**src/rtl/instr_enc_if.sv**
```systemverilog
// Field-set and instruction-memory bus for the instruction encoder.
// Combinational bundle only; no storage, no latency.
// Backpressure: fld_rdy throttles the field producer, im_rdy throttles the encoder.
interface instr_enc_if;
    logic        fld_vld;
    logic        fld_rdy;
    logic [3:0]  op;
    logic [3:0]  rd;
    logic [3:0]  rs;
    logic [3:0]  rt;
    logic [8:0]  imm;
    logic [2:0]  cond;
    logic        im_we;
    logic        im_rdy;
    logic [15:0] im_addr;
    logic [15:0] im_wdata;

    // Producer / memory side: drives field sets and memory ready.
    modport master (
        output fld_vld, op, rd, rs, rt, imm, cond, im_rdy,
        input  fld_rdy, im_we, im_addr, im_wdata
    );

    // Encoder side.
    modport slave (
        input  fld_vld, op, rd, rs, rt, imm, cond, im_rdy,
        output fld_rdy, im_we, im_addr, im_wdata
    );
endinterface

```
**src/rtl/instr_enc.sv**
```systemverilog
// Packs instruction field sets into 16-bit words and streams them to instruction memory.
// Latency: a pushed word is offered on im_we the cycle after it is accepted (4-entry FIFO).
// Backpressure: fld_rdy low when FIFO full (unless a retire frees a slot) or not RUN; im_rdy stalls retirement.
// Optional: define INSTR_ENC_CHK_EN to reject undefined opcodes (set err, drop word).
module instr_enc (
    input  logic         clk,
    input  logic         rst_n,
    input  logic         start,
    input  logic [15:0]  base,
    instr_enc_if.slave   bus,
    output logic         busy,
    output logic         done,
    output logic         err,
    output logic [15:0]  count
);
    localparam logic [3:0] OP_ADD  = 4'h0;
    localparam logic [3:0] OP_ADDZ = 4'h1;
    localparam logic [3:0] OP_SUB  = 4'h2;
    localparam logic [3:0] OP_AND  = 4'h3;
    localparam logic [3:0] OP_NOR  = 4'h4;
    localparam logic [3:0] OP_SLL  = 4'h5;
    localparam logic [3:0] OP_SRL  = 4'h6;
    localparam logic [3:0] OP_SRA  = 4'h7;
    localparam logic [3:0] OP_LHB  = 4'hA;
    localparam logic [3:0] OP_LLB  = 4'hB;
    localparam logic [3:0] OP_B    = 4'hC;
    localparam logic [3:0] OP_HLT  = 4'hF;

    typedef enum logic [1:0] {S_IDLE, S_RUN, S_DRAIN, S_DONE} state_t;

    state_t      state_q, state_d;
    logic [15:0] fifo_mem [4];
    logic [1:0]  wr_ptr, rd_ptr;
    logic [2:0]  fifo_cnt;
    logic [15:0] im_addr_q;
    logic [15:0] count_q;
    logic        err_q;
    logic [15:0] word;
    logic        legal;
    logic        fifo_empty, fifo_full;
    logic        accept, push, pop, load;

    assign fifo_empty = (fifo_cnt == 3'd0);
    assign fifo_full  = (fifo_cnt == 3'd4);

    assign bus.im_we    = ((state_q == S_RUN) || (state_q == S_DRAIN)) && !fifo_empty;
    assign pop          = bus.im_we && bus.im_rdy;
    // A full FIFO still takes a field set when its head retires in the same cycle.
    assign bus.fld_rdy  = (state_q == S_RUN) && (!fifo_full || bus.im_rdy);
    assign accept       = bus.fld_vld && bus.fld_rdy;
    assign push         = accept && legal;
    assign load         = start && ((state_q == S_IDLE) || (state_q == S_DONE));
    assign bus.im_wdata = bus.im_we ? fifo_mem[rd_ptr] : 16'h0000;
    assign bus.im_addr  = im_addr_q;
    assign busy         = (state_q == S_RUN) || (state_q == S_DRAIN);
    assign done         = (state_q == S_DONE);
    assign err          = err_q;
    assign count        = count_q;

    // Pack the presented field set according to its opcode format.
    always_comb begin
        word  = 16'h0000;
        legal = 1'b1;
        case (bus.op)
            OP_ADD, OP_ADDZ, OP_SUB, OP_AND, OP_NOR: word = {bus.op, bus.rd, bus.rs, bus.rt};
            OP_SLL, OP_SRL, OP_SRA:                  word = {bus.op, bus.rd, bus.rs, bus.imm[3:0]};
            OP_LLB, OP_LHB:                          word = {bus.op, bus.rd, bus.imm[7:0]};
            OP_B:                                    word = {bus.op, bus.cond, bus.imm};
            OP_HLT:                                  word = {bus.op, 12'h000};
            default: begin
`ifdef INSTR_ENC_CHK_EN
                legal = 1'b0;
`else
                word  = {bus.op, bus.rd, bus.rs, bus.rt};
`endif
            end
        endcase
    end

    // Load sequencing: run until HLT is accepted, then drain the FIFO.
    always_comb begin
        state_d = state_q;
        case (state_q)
            S_IDLE:  if (start) state_d = S_RUN;
            S_RUN:   if (accept && (bus.op == OP_HLT)) state_d = S_DRAIN;
            S_DRAIN: if (fifo_empty) state_d = S_DONE;
            S_DONE:  if (start) state_d = S_RUN;
            default: state_d = S_IDLE;
        endcase
    end

    // State register.
    always_ff @(posedge clk) begin
        if (!rst_n) state_q <= S_IDLE;
        else        state_q <= state_d;
    end

    // FIFO pointers/occupancy, write address, written count and sticky error.
    always_ff @(posedge clk) begin
        if (!rst_n) begin
            wr_ptr    <= 2'd0;
            rd_ptr    <= 2'd0;
            fifo_cnt  <= 3'd0;
            im_addr_q <= 16'h0000;
            count_q   <= 16'h0000;
            err_q     <= 1'b0;
        end else begin
            if (push) wr_ptr <= wr_ptr + 2'd1;
            if (pop)  rd_ptr <= rd_ptr + 2'd1;
            case ({push, pop})
                2'b10:   fifo_cnt <= fifo_cnt + 3'd1;
                2'b01:   fifo_cnt <= fifo_cnt - 3'd1;
                default: fifo_cnt <= fifo_cnt;
            endcase
            if (load) begin
                im_addr_q <= base;
                count_q   <= 16'h0000;
                err_q     <= 1'b0;
            end else begin
                // Address wraps naturally at 16 bits.
                if (pop) begin
                    im_addr_q <= im_addr_q + 16'd1;
                    count_q   <= count_q + 16'd1;
                end
                if (accept && !legal) err_q <= 1'b1;
            end
        end
    end

    // FIFO storage; stale entries are unreachable once the pointers reset.
    always_ff @(posedge clk) begin
        if (push) fifo_mem[wr_ptr] <= word;
    end
endmodule

```
**src/flat_wrapper.sv**
```systemverilog
// flat-port wrapper written by rule: the top's interface ports become plain ports
module instr_enc_flat 
  (clk, rst_n, start, base, busy, done, err, count, bus_fld_vld, bus_op, bus_rd, bus_rs, bus_rt, bus_imm, bus_cond, bus_im_rdy, bus_fld_rdy, bus_im_we, bus_im_addr, bus_im_wdata);
  instr_enc_if bus_i ();
  input  logic clk;
  input  logic rst_n;
  input  logic start;
  input  logic [15:0] base;
  output logic busy;
  output logic done;
  output logic err;
  output logic [15:0] count;
  input wire logic [$bits(bus_i.fld_vld)-1:0] bus_fld_vld;
  input wire logic [$bits(bus_i.op)-1:0] bus_op;
  input wire logic [$bits(bus_i.rd)-1:0] bus_rd;
  input wire logic [$bits(bus_i.rs)-1:0] bus_rs;
  input wire logic [$bits(bus_i.rt)-1:0] bus_rt;
  input wire logic [$bits(bus_i.imm)-1:0] bus_imm;
  input wire logic [$bits(bus_i.cond)-1:0] bus_cond;
  input wire logic [$bits(bus_i.im_rdy)-1:0] bus_im_rdy;
  output wire logic [$bits(bus_i.fld_rdy)-1:0] bus_fld_rdy;
  output wire logic [$bits(bus_i.im_we)-1:0] bus_im_we;
  output wire logic [$bits(bus_i.im_addr)-1:0] bus_im_addr;
  output wire logic [$bits(bus_i.im_wdata)-1:0] bus_im_wdata;
  assign bus_i.fld_vld = bus_fld_vld;
  assign bus_i.op = bus_op;
  assign bus_i.rd = bus_rd;
  assign bus_i.rs = bus_rs;
  assign bus_i.rt = bus_rt;
  assign bus_i.imm = bus_imm;
  assign bus_i.cond = bus_cond;
  assign bus_i.im_rdy = bus_im_rdy;
  assign bus_fld_rdy = bus_i.fld_rdy;
  assign bus_im_we = bus_i.im_we;
  assign bus_im_addr = bus_i.im_addr;
  assign bus_im_wdata = bus_i.im_wdata;
  instr_enc u_core (.clk(clk), .rst_n(rst_n), .start(start), .base(base), .bus(bus_i), .busy(busy), .done(done), .err(err), .count(count));
endmodule
```
**config.mk**
```make
export PLATFORM = sky130hd
export DESIGN_NAME = instr_enc_flat
export DESIGN_NICKNAME = d
export VERILOG_FILES = /design/src/rtl/instr_enc_if.sv /design/src/rtl/instr_enc.sv /design/src/flat_wrapper.sv
export SDC_FILE = /design/constraint.sdc
export NUM_CORES = 1
export LEC_CHECK = 0
export BUFFER_PORTS_ARGS = -buffer_cell sky130_fd_sc_hd__buf_2
export CORE_MARGIN = 3
export CORE_UTILIZATION = 50
export CTS_CLUSTER_DIAMETER = 40
export DETAILED_ROUTE_END_ITERATION = 10
export HOLD_SLACK_MARGIN = 0.12
export PLACE_DENSITY = 0.74
export SLEW_MARGIN = 20
export SYNTH_ARGS = -nofsm -noshare
export SYNTH_HDL_FRONTEND = slang
export SYNTH_SLANG_ARGS = --single-unit
```
**constraint.sdc**
```tcl
create_clock -name clk -period 5.9 [get_ports clk]
set_clock_uncertainty 0.2 [all_clocks]
set_input_delay 0.59 -clock clk [delete_from_list [all_inputs] [get_ports clk]]
set_output_delay 0.59 -clock clk [all_outputs]
set_load 0.01 [all_outputs]
```
# ---- Word level (Yosys, flattened, before mapping)
# Memories as Yosys holds them, arrays and structs flattened. A register that Yosys moved wholly into a read port is not among the register bits.
# Cells that the tools add are included.
dict set report word_totals {
  inputBits 49
  n_memories 1
  ramBits 64
  rom_bits 0
  latch_bits 0
  out_inout_bits 53
  reg_bits 41
}
# memory depth width rd rd_ports_with_merged_regs write_ports line
set mem_list {}
lappend mem_list {u_core.fifo_mem 4 16 1 1 1 instr_enc.sv:32} ;# logic [15:0] fifo_mem [4];
dict set report classes {
  n_eq_ne 16
  reduce_logical 20
  addsub 6
  shift 0
  n_lt_le_gt_ge 0
  multipliers 0
  mux 13
  bitwise_logic 1
  n_div 0
}
# op count
set op_table {}
lappend op_table {{two-way mux 16 bit} 3}
lappend op_table {{case mux 12 bit (4 select lines)} 1}
lappend op_table {{adder 16 x 1 -> 16 bit, second input constant} 2}
lappend op_table {{== test 4 bit, second input constant} 4}
lappend op_table {{== test 4 x 3 -> 1 bit, second input constant} 3}
lappend op_table {{two-way mux 2 bit} 5}
lappend op_table {{== test 2 bit, second input constant} 3}
lappend op_table {{logical AND 1 bit} 6}
lappend op_table {{case mux 2 bit (3 select lines)} 1}
lappend op_table {{case mux 3 bit (2 select lines)} 1}
lappend op_table {{OR reduction 2 bit} 3}
lappend op_table {{adder 2 x 1 -> 2 bit, second input constant} 2}
lappend op_table {{== test 2 x 1 -> 1 bit, second input constant} 2}
lappend op_table {{inequality test 2 x 1 -> 1 bit, second input constant} 2}
lappend op_table {{nonzero test 2 bit} 2}
lappend op_table {{adder 3 x 1 -> 3 bit, second input constant} 1}
lappend op_table {{== test 3 bit, second input constant} 1}
lappend op_table {{zero test 3 bit} 1}
lappend op_table {{logical OR 1 bit} 3}
lappend op_table {{AND reduction 3 bit} 1}
lappend op_table {{OR reduction 3 bit} 1}
lappend op_table {{subtractor 3 x 1 -> 3 bit, second input constant} 1}
lappend op_table {{zero test 1 bit} 2}
lappend op_table {{zero test 2 bit} 1}
lappend op_table {{3 further kinds} 4}

# ---- Logic depth before layout (Yosys ltp)
# Gate-level depths: netlist of the first run.
dict set report logic_depth {
  depth_word 8
  mapped_depth 11
  mapped_depth_nobuf 11
}

# ---- Worst setup path before layout of the first run
# Ideal clock, no wire load.
dict set report synth_timing {
  path_type {input port to flip-flop}
  from {input port bus_im_rdy}
  to {register u_core.fifo_cnt[2]}
  path_stages 10
  required_time_ns 5.629
  setup_slack_ns 3.035
  n_path_buf 1
  t_arrival_ns 2.594
  path_cell_list {buf_4 nor4b_1 nor2_1 inv_1 ha_1 inv_1 fa_1 xor2_1 or3_1 a21oi_1}
}
dict set report synth_between {
  elab_chain_cells 5
  elab_cells_between_ends 8
  cone_classes {2 x eq/ne; 1 x mux; 5 x reduce/logical}
}
# item line
set synth_rtl {}
lappend synth_rtl {{from (decl)} flat_wrapper.sv:20} ;# input wire logic [$bits(bus_i.im_rdy)-1:0] bus_im_rdy;
lappend synth_rtl {{logical OR 1 bit} instr_enc.sv:49} ;# assign bus.fld_rdy = (state_q == S_RUN) && (!fifo_full || bus.im_rdy);
lappend synth_rtl {{logical AND 1 bit} instr_enc.sv:49}
lappend synth_rtl {{logical AND 1 bit} instr_enc.sv:50} ;# assign accept = bus.fld_vld && bus.fld_rdy;
lappend synth_rtl {{== test 2 x 1 -> 1 bit or == test 2 bit (tied branches)} instr_enc.sv:110} ;# case ({push, pop})
lappend synth_rtl {{case mux 3 bit (2 select lines) or nonzero test 2 bit (tied branches)} -}
lappend synth_rtl {{to (signal assigned)} instr_enc.sv:111} ;# 2'b10: fifo_cnt <= fifo_cnt + 3'd1;
lappend synth_rtl {{to (signal assigned)} instr_enc.sv:112} ;# 2'b01: fifo_cnt <= fifo_cnt - 3'd1;
lappend synth_rtl {{to (signal assigned)} instr_enc.sv:113} ;# default: fifo_cnt <= fifo_cnt;
lappend synth_rtl {{to (decl)} instr_enc.sv:34} ;# logic [2:0] fifo_cnt;
# Parallel ways exist; a longest one is shown, timed or not.
# A chain may end at the register's enable or synchronous reset.

# ---- Worst setup path after layout of the first run
dict set report layout_timing {
  from {register u_core.state_q[0]}
  to {register u_core.fifo_cnt[2]}
}
dict set report layout_between {
  elab_chain_cells 6
  elab_cells_between_ends 11
  cone_classes {4 x eq/ne; 1 x mux; 6 x reduce/logical}
}
# item line
set layout_rtl {}
lappend layout_rtl {{from (decl)} instr_enc.sv:31} ;# state_t state_q, state_d;
lappend layout_rtl {{from (signal assigned)} instr_enc.sv:95} ;# else state_q <= state_d;
lappend layout_rtl {{== test 2 x 1 -> 1 bit or == test 2 bit (tied branches)} {instr_enc.sv:46, instr_enc.sv:49}}
lappend layout_rtl {{logical OR 1 bit} instr_enc.sv:46} ;# assign bus.im_we = ((state_q == S_RUN) || (state_q == S_DRAIN)) && !fifo_empty;
lappend layout_rtl {{logical AND 1 bit} instr_enc.sv:46}
lappend layout_rtl {{logical AND 1 bit} instr_enc.sv:47} ;# assign pop = bus.im_we && bus.im_rdy;
lappend layout_rtl {{== test 2 x 1 -> 1 bit or == test 2 bit (tied branches)} instr_enc.sv:110}
lappend layout_rtl {{case mux 3 bit (2 select lines) or nonzero test 2 bit (tied branches)} -}
# Parallel ways exist; a longest one is shown, timed or not.

==> results by group, run 1 <==
Run status
  – Status: completed

Timing
  – Final Max Slew Viols: 0
  – Fmax: 0.2815 GHz
  – Max_slew headroom: 29.67%
  – Worst Tran Pin Value: 1.049 ns
  – Hold slack: 0.2927 ns
  – Min Clock Period, post-route: 3.553 ns
  – Final setup viols: 0
  – Fin Setup TNS: 0 ns
  – Fin crit share: 60.22%
  – Hold Fails Final Rpt: 0
  – RSZ-0062 raised after global routing: no

Synth
  – Synth Area in Adders: 3.077%
  – Asr flop ratio synth: 0%
  – Compound-Gate Fraction of Synth Area: 12.01%
  – Synth top cells by count: edfxtp_1, dfxtp_1, o21ai_0
  – Distinct cells, synth: 52
  – Area share of and/or/nand/nor cells after synthesis: 16.09%
  – Post-synthesis sequential area ratio: 54.31%
  – Seq cells post-synth: 107
  – Most common cell in the netlist: edfxtp_1
  – Synth Area per Inst: 11.72 µm²
  – Synth Area in XOR/XNOR: 3.932%
  – Syn. warnings: 0
  – Synth Cell Area: 5124 µm²
  – Multiplexer share of the synthesized area: 7.424%
  – Top cells by area, synth: edfxtp_1, dfxtp_1, mux4_2, o21ai_0, xnor2_1
  – Post-synth top area share: 37.51%
  – Syn Inst Count: 437
  – Main synth FF type: edfxtp_1
  – Largest family of logic cells by synthesized area: simple AND/OR/NAND/NOR gates
  – Syn nets: 498
  – Number of enable flip-flop cells after synthesis: 64
  – Area leader, netlist: edfxtp_1

Die
  – Core area: 9864 µm²
  – Die ar.: 11500 µm²
  – Chip Width: 107.2 µm
  – Initial Utilization: 51.94%
  – Floorplan row count: 36
  – I/O Pins: 102
  – Die Height: 107.2 µm

Min path
  – Tightest Hold Check Type: reg -> reg

Drt
  – WL per Instance: 17.64 µm
  – Antenna Nets Post-Route: 0
  – Via density: 5.863
  – DR vias: 3881
  – Routed WL: 11680 µm
  – DR DRC count: 0
  – DR pass1 iterations: 4
  – Detailed Route Iter0 Violations: 275

Placement
  – Routability congestion estimate: 0.8431
  – HPWL after DPL: 8191 µm
  – IO Port Bufs: 100

Clock tree
  – Clock Sinks: 107
  – CTS resizes: 0
  – Post-CTS Setup Bufs: 0
  – Root Buffer: clkbuf_8
  – Worst skew pair latency: 0.37 ns
  – Clk buf depth: 2
  – Num CTS Buffers: 9
  – CTS tree: done
  – H-tree depth: 3
  – Reg clk slew, reported paths: 0.11 ns
  – CTS Hold Bufs: 0

Worst setup path
  – Worst Path Arrival: 3.65 ns
  – Worst setup SP type: flop
  – CP Max Fanout: 22
  – Worst EP required: 5.99 ns
  – CP Capture Type: flop
  – Crit Path Category: reg -> reg

Power and ir drop
  – Sequential power share: 47.9%
  – Pleak: 2.255 nW
  – Pwr/cell area: 340.2 nW/µm²
  – Clk pwr share: 24.9%
  – NetSw: 0.6754 mW
  – Switch share: 33.54%
  – Internal: 1.338 mW
  – Maximum vdd drop: 0.2763 mV
  – Comb pwr share: 27.3%

Final layout
  – Layout area overhead: 15.53%
  – NumNets Final: 585
  – Ant diodes: 0
  – Share of layout cells above drive strength 1: 26.65%

GRT
  – Global Route Usage Sum: 20.34%
  – Largest net degree at the start of global routing: 34
  – Initial antenna violation count: 0
  – Vias in the first global route: 3663
  – First-pass GRT wire length: 18480 µm
  – Grt total ovfl: 0

Job
  – Maxcap violations: 0
==> final cells by class <==
| class | count | area (µm²) |
|---|---|---|
| Fill cell | 789 | 3945 |
| Sequential cell | 107 | 2784 |
| Multi-Input combinational cell | 291 | 2183 |
| Timing Repair Buffer | 100 | 500.5 |
| Tap cell | 133 | 166.4 |
| Clock buffer | 9 | 123.9 |
| Clock inverter | 7 | 105.1 |
| Inverter | 15 | 56.30 |
==> final timing paths <==
check                          from                 end  depth (start not counted)  slack [ns]
setup / recovery  u_core.state_q[0]  u_core.fifo_cnt[2]                         10        2.35
hold / removal     u_core.count[15]    u_core.count[15]                          2        0.29
setup reg to reg  u_core.state_q[0]  u_core.fifo_cnt[2]                         10        2.35
hold reg to reg    u_core.count[15]    u_core.count[15]                          2        0.29
==> sequential cells by signal, summed over array words and instances, names as in the netlist, named ones only <==
name / count
u_core.rd_ptr: 2
u_core.state_q: 2
u_core.fifo_mem: 64
u_core.fifo_cnt: 3
u_core.bus.im_addr: 16
u_core.wr_ptr: 2
u_core.count: 16
==> power by group through the flow <==
stage	Clock, mW	Sequential [mW]	Combinational [mW]
2_1_floorplan	0	0.969	0.366
3_3_place_gp	0	0.975	0.536
3_5_place_dp	0	0.981	0.551
4_1_cts	0.510	0.964	0.553
5_1_grt	0.539	0.977	0.605
6_report	0.501	0.964	0.549
==> cell usage in the layout (no fill, tap or decap), types with 4 or more instances in the layout <==
master / instances
buf_2: 100
edfxtp_1: 64
dfxtp_1: 42
o21ai_0: 37
a21oi_1: 26
nor2_1: 22
and3_1: 21
nand2_1: 19
mux4_2: 16
xnor2_1: 16
inv_1: 15
ha_1: 11
or3_1: 9
nor2b_1: 9
nand4_1: 9
clkbuf_8: 9
a22oi_1: 8
xor2_1: 7
nand3_1: 7
a31oi_1: 6
and4_1: 6
nor4_1: 6
and2_1: 5
nor3b_1: 5
a2bb2oi_1: 4
a22o_1: 4
a222oi_1: 4
nor3_1: 4
==> critical path, stage by stage (launching register included) <==
cell     delay, ns
dfxtp_1       0.44
inv_1         0.08
ha_1          0.41
inv_1         0.51
and3_1        0.48
ha_1          0.26
inv_1         0.06
fa_1          0.38
xor2_1        0.16
or3_1         0.31
a21oi_1       0.17
==> stage by stage <==
stage / setup slack, ns / utilization [%] / total power [mW] / instance area (µm²) / instances
after floorplan: 3.035 / - / 1.335 / 5124 / 437
after global placement: 2.627 / 57.67 / 1.511 / 5689 / 646
after detailed placement: 2.405 / 57.69 / 1.532 / 5690 / 646
after CTS: 2.364 / 60.01 / 2.027 / 5919 / 662
after global routing: 2.126 / 60.01 / 2.121 / 5919 / 662
final: 2.347 / 60.01 / 2.014 / 5919 / 662
==> layer usage <==
| layer | part of all wire (%) | GRT usage, % | vias up |
|---|---|---|---|
| met2 | 51 | 34.23 | 112 |
| met4 | 0.85 | 5.023 | 0 |
| met1 | 43 | 26.52 | 1923 |
| li1 | - | - | 1837 |
| met5 | 0 | 0 | - |
| met3 | 5.4 | 4.997 | 9 |
==> cells by family after synthesis <==
kind of cell    count (synthesis)
simple gates                  137
flops                         107
compound gates                100
buf+inv                        39
xor+xnor                       23
mux                            18
fa+ha+maj                      12
other cells                     1
Power figures use the tool's default switching activity.
==> run 2, diff against run 1 <==
Settings changed: ABC_AREA set to 1, PLACE_DENSITY 0.74 to 0.73.
Clock period 5.9 ns to 3.6 ns, I/O delays scaled along.
==> run 2 against run 1 <==
  * Synthesized cell count grew 45%
  * Wire length grew 6.4%
  * Largest power group unchanged
  * Final cell count rose by 33%
  * Global-route usage increased by 1.3 points
==> results by group, run 2 <==
Run status
  – Status: completed (unchanged)

Timing
  – Final Max Slew Viols: 0 (unchanged)
  – Fin crit share: 74.87% (was 60.22%)
  – Min Clock Period, post-route: 2.695 ns (was 3.553 ns)
  – Max_slew headroom: 57.79% (was 29.67%)
  – RSZ-0062 raised after global routing: no (unchanged)
  – Hold Fails Final Rpt: 0 (unchanged)
  – Final setup viols: 0 (unchanged)
  – Hold slack: 0.1746 ns (was 0.2927 ns)
  – Fin Setup TNS: 0 ns (unchanged)
  – Worst Tran Pin Value: 0.6325 ns (was 1.049 ns)
  – Fmax: 0.3710 GHz (was 0.2815 GHz)

Die
  – Chip Width: 109.0 µm (was 107.2 µm)
  – I/O Pins: 102 (unchanged)
  – Initial Utilization: 52.77% (was 51.94%)
  – Die ar.: 11870 µm² (was 11500 µm²)
  – Floorplan row count: 36 (unchanged)
  – Core area: 10040 µm² (was 9864 µm²)
  – Die Height: 109.0 µm (was 107.2 µm)

Worst setup path
  – Reg2Reg Capture Point: u_core.fifo_cnt[2] (unchanged)
  – Worst Path Arrival: 2.73 ns (was 3.65 ns)
  – Worst EP required: 3.64 ns (was 5.99 ns)
  – CP startpoint: u_core.state_q[0] (unchanged)
  – CP Max Fanout: 17 (was 22)
  – R2r setup slk: 0.90 ns (was 2.35 ns)
  – Worst setup SP type: flop (unchanged)
  – Worst R2R Path Depth: 12 (was 10)
  – CP Capture Type: flop (unchanged)
  – Crit Path Category: reg -> reg (unchanged)
  – Worst reg2reg path startpoint: u_core.state_q[0] (unchanged)

Final layout
  – Max reg flops: 64 (unchanged)
  – Commonest non-fill, non-tap cell in the layout: nor2_1 (was buf_2)
  – NumNets Final: 806 (was 585)
  – Share of layout cells above drive strength 1: 18.80% (was 26.65%)
  – FF/Latch Area: 2783 µm² (was 2784 µm²)
  – Layout area overhead: 17.94% (was 15.53%)
  – Most frequent cells in the layout: nor2_1, nand2_1, buf_2 (was buf_2, edfxtp_1, dfxtp_1)
  – Largest register by flop count: u_core.fifo_mem (unchanged)
  – Non-filler instance count after layout: 883 (was 662)
  – Ant diodes: 0 (unchanged)
  – Area taken by multi-input logic gates: 2168 µm² (was 2183 µm²)
  – FILL cells: 875 (was 789)

Placement
  – HPWL after DPL: 8364 µm (was 8191 µm)
  – Placed insts: 852 (was 646)
  – Routability congestion estimate: 0.9028 (was 0.8431)
  – IO Port Bufs: 100 (unchanged)

Synth
  – Seq cells post-synth: 107 (unchanged)
  – Most common cell in the netlist: nor2_1 (was edfxtp_1)
  – Syn. warnings: 0 (unchanged)
  – Syn nets: 695 (was 498)
  – Asr flop ratio synth: 0% (unchanged)
  – Area leader, netlist: edfxtp_1 (unchanged)
  – Distinct cells, synth: 36 (was 52)
  – Main synth FF type: edfxtp_1 (unchanged)
  – Top cells by area, synth: edfxtp_1, dfxtp_1, nor2_1, nand2_1, o21ai_0 (was edfxtp_1, dfxtp_1, mux4_2, o21ai_0, xnor2_1)
  – Syn Inst Count: 634 (was 437)
  – Synth Cell Area: 5300 µm² (was 5124 µm²)
  – Synth top cells by count: nor2_1, nand2_1, o21ai_0 (was edfxtp_1, dfxtp_1, o21ai_0)
  – Number of enable flip-flop cells after synthesis: 64 (unchanged)
  – Post-synth top area share: 36.26% (was 37.51%)
  – Post-synthesis sequential area ratio: 52.50% (was 54.31%)
  – Synth Area per Inst: 8.360 µm² (was 11.72 µm²)

GRT
  – Global Route Usage Sum: 21.68% (was 20.34%)
  – Vias in the first global route: 4374 (was 3663)
  – Grt total ovfl: 0 (unchanged)
  – First-pass GRT wire length: 20290 µm (was 18480 µm)
  – Largest net degree at the start of global routing: 33 (was 34)
  – Initial antenna violation count: 0 (unchanged)

Min path
  – Min-Delay Endpoint: u_core.bus.im_addr[13] (was u_core.count[15])
  – Worst Hold Launch: base[13] (was u_core.count[15])
  – Tightest Hold Check Type: in -> reg (was reg -> reg)
  – WHS Path Cells: 5 (was 2)

Drt
  – Detailed Route Iter0 Violations: 328 (was 275)
  – DR vias: 4602 (was 3881)
  – Antenna Nets Post-Route: 0 (unchanged)
  – Via density: 5.212 (was 5.863)
  – DR DRC count: 0 (unchanged)
  – WL per Instance: 14.08 µm (was 17.64 µm)
  – Routed WL: 12430 µm (was 11680 µm)
  – DR pass1 iterations: 7 (was 4)

Clock tree
  – Post-CTS Setup Bufs: 0 (unchanged)
  – Worst skew pair latency: 0.35 ns (was 0.37 ns)
  – H-tree depth: 3 (unchanged)
  – Clk buf depth: 2 (unchanged)
  – CTS tree: done (unchanged)
  – Reg clk slew, reported paths: 0.09 ns (was 0.11 ns)
  – Clock Sinks: 107 (unchanged)
  – Num CTS Buffers: 9 (unchanged)
  – Root Buffer: clkbuf_8 (unchanged)

Power and ir drop
  – Maximum vdd drop: 0.3078 mV (was 0.2763 mV)
  – Pleak: 2.572 nW (was 2.255 nW)
  – Pwr/cell area: 523.7 nW/µm² (was 340.2 nW/µm²)
  – Tot Pwr: 3.274 mW (was 2.014 mW)

Job
  – Maxcap violations: 0 (unchanged)
[run 2: layout make-up]
cell class	instances	area share, %
clock buffers	12	2.342
clock inverters	4	0.8207
inverters	62	3.723
multi-input cells	443	34.69
flip-flops and latches	107	44.52
well taps	133	2.662
repair buffers	122	11.25
[run 2: repair_timing]
item,4_1_cts,5_1_grt
setup endpoints to repair,0,0
hold buffers,15,0
hold endpoints to repair,27,0
resized for setup,0,0
[run 2: metrics by stage]
| stage | util, % | setup WS [ns] | area, µm² |
|---|---|---|---|
| 6_report | 62.23 | 0.9046 | 6251 |
| 5_1_grt | 62.23 | 0.6636 | 6251 |
| 4_1_cts | 62.23 | 0.8796 | 6251 |
| 3_5_place_dp | 58.77 | 0.9189 | 5903 |
| 3_3_place_gp | 58.77 | 1.031 | 5903 |
| 2_1_floorplan | - | 0.9932 | 5300 |
[run 2: worst max-delay path by stage]
stage / slack (ns) / end / cells past startpoint
after floorplan: 0.99 / u_core.fifo_cnt[2] / 13
after global placement: 1.03 / u_core.fifo_cnt[2] / 12
after detailed placement: 0.92 / u_core.fifo_cnt[2] / 12
after CTS: 0.88 / u_core.fifo_cnt[2] / 12
after global routing: 0.66 / u_core.fifo_cnt[2] / 12
final: 0.90 / u_core.fifo_cnt[2] / 12
[run 2: worst max-delay path, cell delays in order, from the launching register on]
cell	delay, ns
dfxtp_1	0.40
inv_1	0.08
ha_1	0.39
inv_2	0.13
nand2_4	0.18
nor2_8	0.13
ha_1	0.15
inv_1	0.07
fa_1	0.38
a21oi_1	0.14
o21ai_0	0.11
o21ai_0	0.16
a21oi_1	0.06
[run 2: routing by layer]
metal / track usage, % / wire [µm] / up-vias
met5: 0 / 0 / -
met4: 7.845 / 188 / 0
met3: 3.256 / 864 / 16
met2: 37.46 / 5898 / 163
met1: 27.59 / 5480 / 2121
li1: - / - / 2302
[run 2: cells by family after synthesis]
logic type / Yosys count / share of synthesized area, %
DFF: 107 / 52.50
and+or+nand+nor: 294 / 23.44
xor gates and xnor gates: 12 / 1.983
buffers and inverters: 84 / 6.586
other: 1 / 0.07075
AOI/OAI and AO/OA: 124 / 12.44
adders and majority gates: 12 / 2.974
[run 2: power breakdown]
part | switching (mW) | leakage [nW] | total, mW | internal [mW]
sequential | 0.111 | 0.930 | 1.55 | 1.44
clock | 0.383 | 0.0995 | 0.727 | 0.344
combinational | 0.660 | 1.54 | 0.998 | 0.339
total | 1.15 | 2.57 | 3.27 | 2.12
